[config.mk]
export PLATFORM = sky130hd
export DESIGN_NAME = if_id_fetch_stage
export DESIGN_NICKNAME = d
export VERILOG_FILES = /design/src/rtl/if_id_fetch_stage.sv
export SDC_FILE = /design/constraint.sdc
export NUM_CORES = 1
export LEC_CHECK = 0
export CORE_MARGIN = 8
export CORE_UTILIZATION = 65
export DETAILED_ROUTE_END_ITERATION = 10
export DONT_BUFFER_PORTS = 1
export GPL_TIMING_DRIVEN = 0
export PLACE_DENSITY = 0.92
export SETUP_SLACK_MARGIN = 0.2
export SYNTH_ARGS = -nofsm -noshare
export SYNTH_HDL_FRONTEND = slang
export SYNTH_SLANG_ARGS = --single-unit
[constraint.sdc]
create_clock -name clk -period 4.2 [get_ports clk]
set_input_delay 1.26 -clock clk [delete_from_list [all_inputs] [get_ports clk]]
set_output_delay 1.26 -clock clk [all_outputs]
set_load 0.01 [all_outputs]
[src/rtl/if_id_fetch_stage.sv]
// if_id_fetch_stage
//   Instruction-fetch stage plus the IF/ID pipeline register. Holds the PC,
//   drives the instruction-memory address, and registers the fetched word
//   together with its PC for the decode/control unit.
//
// Ports:
//   clk, rst          clock; synchronous active-high reset
//   stall             hold PC and IF/ID this edge
//   pc_src            taken branch: redirect to branch_target, bubble IF/ID
//   branch_target     redirect address (low two bits ignored)
//   imem_addr, if_pc  current PC (combinational)
//   imem_rdata        instruction word read combinationally at imem_addr
//   id_instr, id_pc   registered instruction and its PC
//   id_valid          0 while IF/ID holds a bubble
//   id_opcode, id_funct3, id_funct7b5   slices of id_instr
//
// Optional feature (macro IF_PERF_CNT_EN):
//   perf_stall_cnt    edges with stall=1 and pc_src=0
//   perf_flush_cnt    edges with pc_src=1

module if_id_fetch_stage #(
  parameter int unsigned     XLEN      = 32,
  parameter logic [XLEN-1:0] RESET_PC  = '0,
  parameter logic [31:0]     NOP_INSTR = 32'h0000_0013
) (
  input  logic            clk,
  input  logic            rst,
  input  logic            stall,
  input  logic            pc_src,
  input  logic [XLEN-1:0] branch_target,
  output logic [XLEN-1:0] imem_addr,
  input  logic [31:0]     imem_rdata,
  output logic [XLEN-1:0] if_pc,
  output logic [31:0]     id_instr,
  output logic [XLEN-1:0] id_pc,
  output logic            id_valid,
  output logic [6:0]      id_opcode,
  output logic [2:0]      id_funct3,
`ifdef IF_PERF_CNT_EN
  output logic            id_funct7b5,
  output logic [31:0]     perf_stall_cnt,
  output logic [31:0]     perf_flush_cnt
`else
  output logic            id_funct7b5
`endif
);

  logic [XLEN-1:0] pc_q,    pc_d;
  logic [31:0]     instr_q, instr_d;
  logic [XLEN-1:0] idpc_q,  idpc_d;
  logic            valid_q, valid_d;

  // Priority: flush > stall > advance. imem_rdata is only consumed on advance.
  always_comb begin
    pc_d    = pc_q;
    instr_d = instr_q;
    idpc_d  = idpc_q;
    valid_d = valid_q;
    if (pc_src) begin
      pc_d    = {branch_target[XLEN-1:2], 2'b00};
      instr_d = NOP_INSTR;
      idpc_d  = '0;
      valid_d = 1'b0;
    end else if (!stall) begin
      pc_d    = pc_q + XLEN'(4);
      instr_d = imem_rdata;
      idpc_d  = pc_q;
      valid_d = 1'b1;
    end
  end

  always_ff @(posedge clk) begin
    if (rst) begin
      pc_q    <= RESET_PC;
      instr_q <= NOP_INSTR;
      idpc_q  <= '0;
      valid_q <= 1'b0;
    end else begin
      pc_q    <= pc_d;
      instr_q <= instr_d;
      idpc_q  <= idpc_d;
      valid_q <= valid_d;
    end
  end

  assign imem_addr   = pc_q;
  assign if_pc       = pc_q;
  assign id_instr    = instr_q;
  assign id_pc       = idpc_q;
  assign id_valid    = valid_q;
  assign id_opcode   = instr_q[6:0];
  assign id_funct3   = instr_q[14:12];
  assign id_funct7b5 = instr_q[30];

`ifdef IF_PERF_CNT_EN
  logic [31:0] stall_cnt_q, flush_cnt_q;

  always_ff @(posedge clk) begin
    if (rst) begin
      stall_cnt_q <= '0;
      flush_cnt_q <= '0;
    end else begin
      if (pc_src)
        flush_cnt_q <= flush_cnt_q + 32'd1;
      else if (stall)
        stall_cnt_q <= stall_cnt_q + 32'd1;
    end
  end

  assign perf_stall_cnt = stall_cnt_q;
  assign perf_flush_cnt = flush_cnt_q;
`endif

endmodule

==> metrics.log <==
INFO  metric yosys.cell_types.count = 49
INFO  metric grt_pass1_wl = between 20,000 and 25,000 um
INFO  metric critical_path.n_buffers_inverters = 1
INFO  metric initial_core_util = around 67%
INFO  metric timing.setup.tns = 0 ps
INFO  metric cellLeakagePower = 2.00 nW
INFO  metric post-cts-setup-buffers = 0
INFO  metric clock_latency = about 350 ps
INFO  metric hold_class = reg -> reg
INFO  metric final_cell_mix = sky130_fd_sc_hd__dfxtp_1 (93), sky130_fd_sc_hd__nor2_1 (90), sky130_fd_sc_hd__mux2i_1 (63), sky130_fd_sc_hd__buf_4 (47), sky130_fd_sc_hd__nand2_1 (26)
INFO  metric route.detailed.drc = 0
INFO  metric yosysWarnings = 0
INFO  metric end_kind = output port
INFO  metric hold_start = id_valid$_SDFFE_PP0N_
INFO  metric fmax = around 400 MHz
INFO  metric detail_route.wl_per_cell = ~21 um
INFO  metric final_antenna_net_count = 0
INFO  metric top_level_ports = approximately 210
INFO  metric grt_max_degree = 16
INFO  metric place_hpwl = 9770 um
INFO  metric postSynthAreaPerCell = about 9 sq um
INFO  metric drt_pass1_iterations = 5
INFO  metric cts.htree.levels = 3
INFO  metric crit_slowest_cell = sky130_fd_sc_hd__dfxtp_1
INFO  metric final.hold.worst_slack = 519 ps
INFO  metric power.switching_fraction = a little over a quarter
INFO  metric seqPwrFrac = between 50% and 60%
INFO  metric die_ht = 99.3 um
INFO  metric area.growth.synth_to_final = 7.37%
INFO  metric detailed_route_via_count = between 3,000 and 4,000
INFO  metric netlist_area = 0.00451 sq mm
INFO  metric max_slew.worst_pin.slew = ~790 ps
INFO  metric delay_of_the_slowest_critical_path_stage = 670 ps
INFO  metric design.core.area = around 0.0068 sq mm
INFO  metric final-setup-viol-count = 0
INFO  metric crit-reg2reg-launch = if_pc[2]$_SDFFE_PP0P_
INFO  metric path_max_fanout = 9
INFO  metric finalMaxSlewViolations = 0
INFO  metric switchingPower = 0.000507 W
INFO  metric critical-path-top-delay-family = flip-flops
INFO  metric final_net_count = approximately 590
INFO  metric regArea = about 0.0019 sq mm
INFO  metric routed_via_density = between 6 and 7
INFO  metric finalHoldViolations = 0
INFO  metric antenna_cells = 0
INFO  metric slack_of_the_worst_reg_to_reg_path = about 1800 ps
INFO  metric dominantRegCellSynth = sky130_fd_sc_hd__dfxtp_1
INFO  metric ctsResizeCount = 0
INFO  metric power.density_cell_area = 383 mW/mm^2
INFO  metric worstPathArrival = between 1000 and 1500 ps
INFO  metric asyncSetResetFlopFracSynth = 0%
INFO  metric overflow = 0
INFO  metric peakVddDrop = around 0.00033 V
INFO  metric gp_routability_congestion = approximately 0.87
INFO  metric gr-usage-all-layers = between 20% and 30%
INFO  metric internal_power = roughly 0.0013 W
INFO  metric tritoncts = built
INFO  metric syn_inst = a little over 500
INFO  metric grt_antenna_before_repair = 0
INFO  metric synth_enable_flop_cells = 0
INFO  metric yosys_reg_bits = 93
INFO  metric number_of_global_route_vias_before_repair = 3,843
INFO  metric worstHoldEndpoint = id_valid$_SDFFE_PP0N_
INFO  metric whs_path_depth = 2
INFO  metric n_fill_cell = ~530
INFO  metric mostFrequentLayoutCell = sky130_fd_sc_hd__dfxtp_1
INFO  metric multiInputGateArea = between 0.002 and 0.0025 sq mm
INFO  metric hold_buffers = 0
INFO  metric floorplan.rows = 30
INFO  metric clockPowerShare = 34.9%
INFO  metric detail_route.wirelength = around 13,000 um
INFO  metric max_capacitance_violation_count = 0
INFO  metric crit_path_cell_trace = buf_4
INFO  metric drive_above_1_share = around 16%
INFO  metric setup.worst_path.class = reg -> out
INFO  metric cts_root_buffer = sky130_fd_sc_hd__clkbuf_8
INFO  metric crit_path_start_kind = flop
INFO  metric share_comb_of_total_power = a little under an eighth
INFO  metric numCtsBuffers = 9
INFO  metric worst-r2r-cell-count = 5
INFO  metric final.setup_skew = between 10 and 15 ps
INFO  metric critical_path.startpoint = if_pc[4]$_SDFFE_PP0P_
INFO  metric critPathRequiredTime = 2940 ps
INFO  metric worst_r2r_endpoint = if_pc[18]$_SDFFE_PP0P_
INFO  metric period_minus_ws_final = 2500 ps
INFO  metric result_of_the_run = complete, no violations
INFO  metric cts-root-to-sink-buffers = 2
INFO  metric numPortBuffers = 0
INFO  metric floorplan.die.width = 99.3 um
INFO  metric slew_headroom = 46.6%
INFO  metric layout_worst_path_cycle_share = 59.5%
INFO  metric clk_transition_reported_paths = about 90 ps
INFO  metric fp.dieArea = ~0.0099 sq mm
INFO  metric ys_seq_area_share = 41.2%
INFO  metric detailedRoute.firstIterationViolations = roughly 250
INFO  metric rsz0062_at_grt = false
INFO  metric cts.sink_count = 93
## worst max path at each step
| stage | endpoint | slack, ps | cells after the start |
|---|---|---|---|
| after floorplan | if_pc[17]$_SDFFE_PP0P_ | 1640 | 5 |
| after global placement | if_pc[23]$_SDFFE_PP0P_ | 1420 | 5 |
| after detailed placement | if_pc[23]$_SDFFE_PP0P_ | 1340 | 5 |
| after CTS | imem_addr[4] | 1720 | 1 |
| after global routing | if_pc[23]$_SDFFE_PP0P_ | 1620 | 5 |
| final | imem_addr[4] | 1700 | 1 |
## final cells by class
type | instances | area share, %
Buffer | 78 | 9.96
Clock buffer | 10 | 2.63
Clock inverter | 6 | 1.78
Inverter | 14 | 1.08
Multi-Input combinational cell | 324 | 44.1
Sequential cell | 93 | 38.4
Tap cell | 80 | 2.07
## per-stage QoR
stage	util [%]	total power (W)	setup WS [ps]	instances	cell area, sq um
finish	71.7	0.00186	1700	605	4850
global route	71.7	0.00192	1620	605	4850
CTS	71.7	0.00186	1720	605	4850
detailed placement	68.6	0.00123	1340	589	4630
global placement	68.6	0.00121	1420	589	4630
floorplan	-	0.00117	1640	509	4530
## synthesized netlist by cell type, types with 2 or more instances
cell	n	area share (%)
sky130_fd_sc_hd__dfxtp_1	93	41
sky130_fd_sc_hd__nor2_1	90	7.5
sky130_fd_sc_hd__mux2i_1	63	14
sky130_fd_sc_hd__buf_4	47	7.8
sky130_fd_sc_hd__nand2_1	26	2.2
sky130_fd_sc_hd__clkbuf_1	19	1.6
sky130_fd_sc_hd__inv_1	14	1.2
sky130_fd_sc_hd__nand4_1	14	1.9
sky130_fd_sc_hd__a211oi_1	11	1.8
sky130_fd_sc_hd__a21oi_1	11	1.2
sky130_fd_sc_hd__and4_1	11	2.1
sky130_fd_sc_hd__nand3_1	10	1.1
sky130_fd_sc_hd__nor3_1	8	0.89
sky130_fd_sc_hd__or3_1	8	1.1
sky130_fd_sc_hd__xnor2_1	8	1.6
sky130_fd_sc_hd__buf_1	6	0.50
sky130_fd_sc_hd__nor4_1	6	0.83
sky130_fd_sc_hd__a2111oi_2	5	1.7
sky130_fd_sc_hd__a311oi_1	5	0.97
sky130_fd_sc_hd__buf_2	5	0.55
sky130_fd_sc_hd__a31oi_1	4	0.55
sky130_fd_sc_hd__nand3b_1	4	0.67
sky130_fd_sc_hd__and2_1	3	0.42
sky130_fd_sc_hd__o21ai_0	3	0.33
sky130_fd_sc_hd__a2111oi_1	2	0.44
sky130_fd_sc_hd__a31o_2	2	0.39
sky130_fd_sc_hd__nand4b_1	2	0.39
sky130_fd_sc_hd__o211ai_1	2	0.33
sky130_fd_sc_hd__xor2_1	2	0.39
## layer usage
layer | global-route usage (%) | part of all wire [%] | up-vias
met1 | 26.1 | 36 | 1821
met2 | 44.6 | 51 | 256
met3 | 9.22 | 11 | 27
met4 | 9.31 | 1.9 | 0
met5 | 0 | 0 | -
li1 | - | - | 1743
## registers in the layout, indices dropped and copies added (netlist names)
name,count
id_instr,32
id_pc,30
if_pc,30
id_valid,1
## power groups by stage
stage	clock network, W	logic, W	registers [W]
after global placement	0	0.000200	0.00101
final	0.000648	0.000210	0.000998
after floorplan	0	0.000175	0.000995
after global routing	0.000687	0.000228	0.00100
after CTS	0.000652	0.000209	0.000997
after detailed placement	0	0.000207	0.00102
## cell families (layout without fill, tap and decap cells)
family	count (synthesis)	after routing	synth area share (%)
and+or+nand+nor	190	190	20.9
DFF	93	93	41.2
buffers and inverters	92	108	11.9
muxes	63	63	14.0
AOI/OAI and AO/OA	54	54	9.70
xor gates and xnor gates	10	10	1.94
adders and majority gates	1	1	0.277
other	1	6	0.0831
Power figures use the tool's default switching activity.
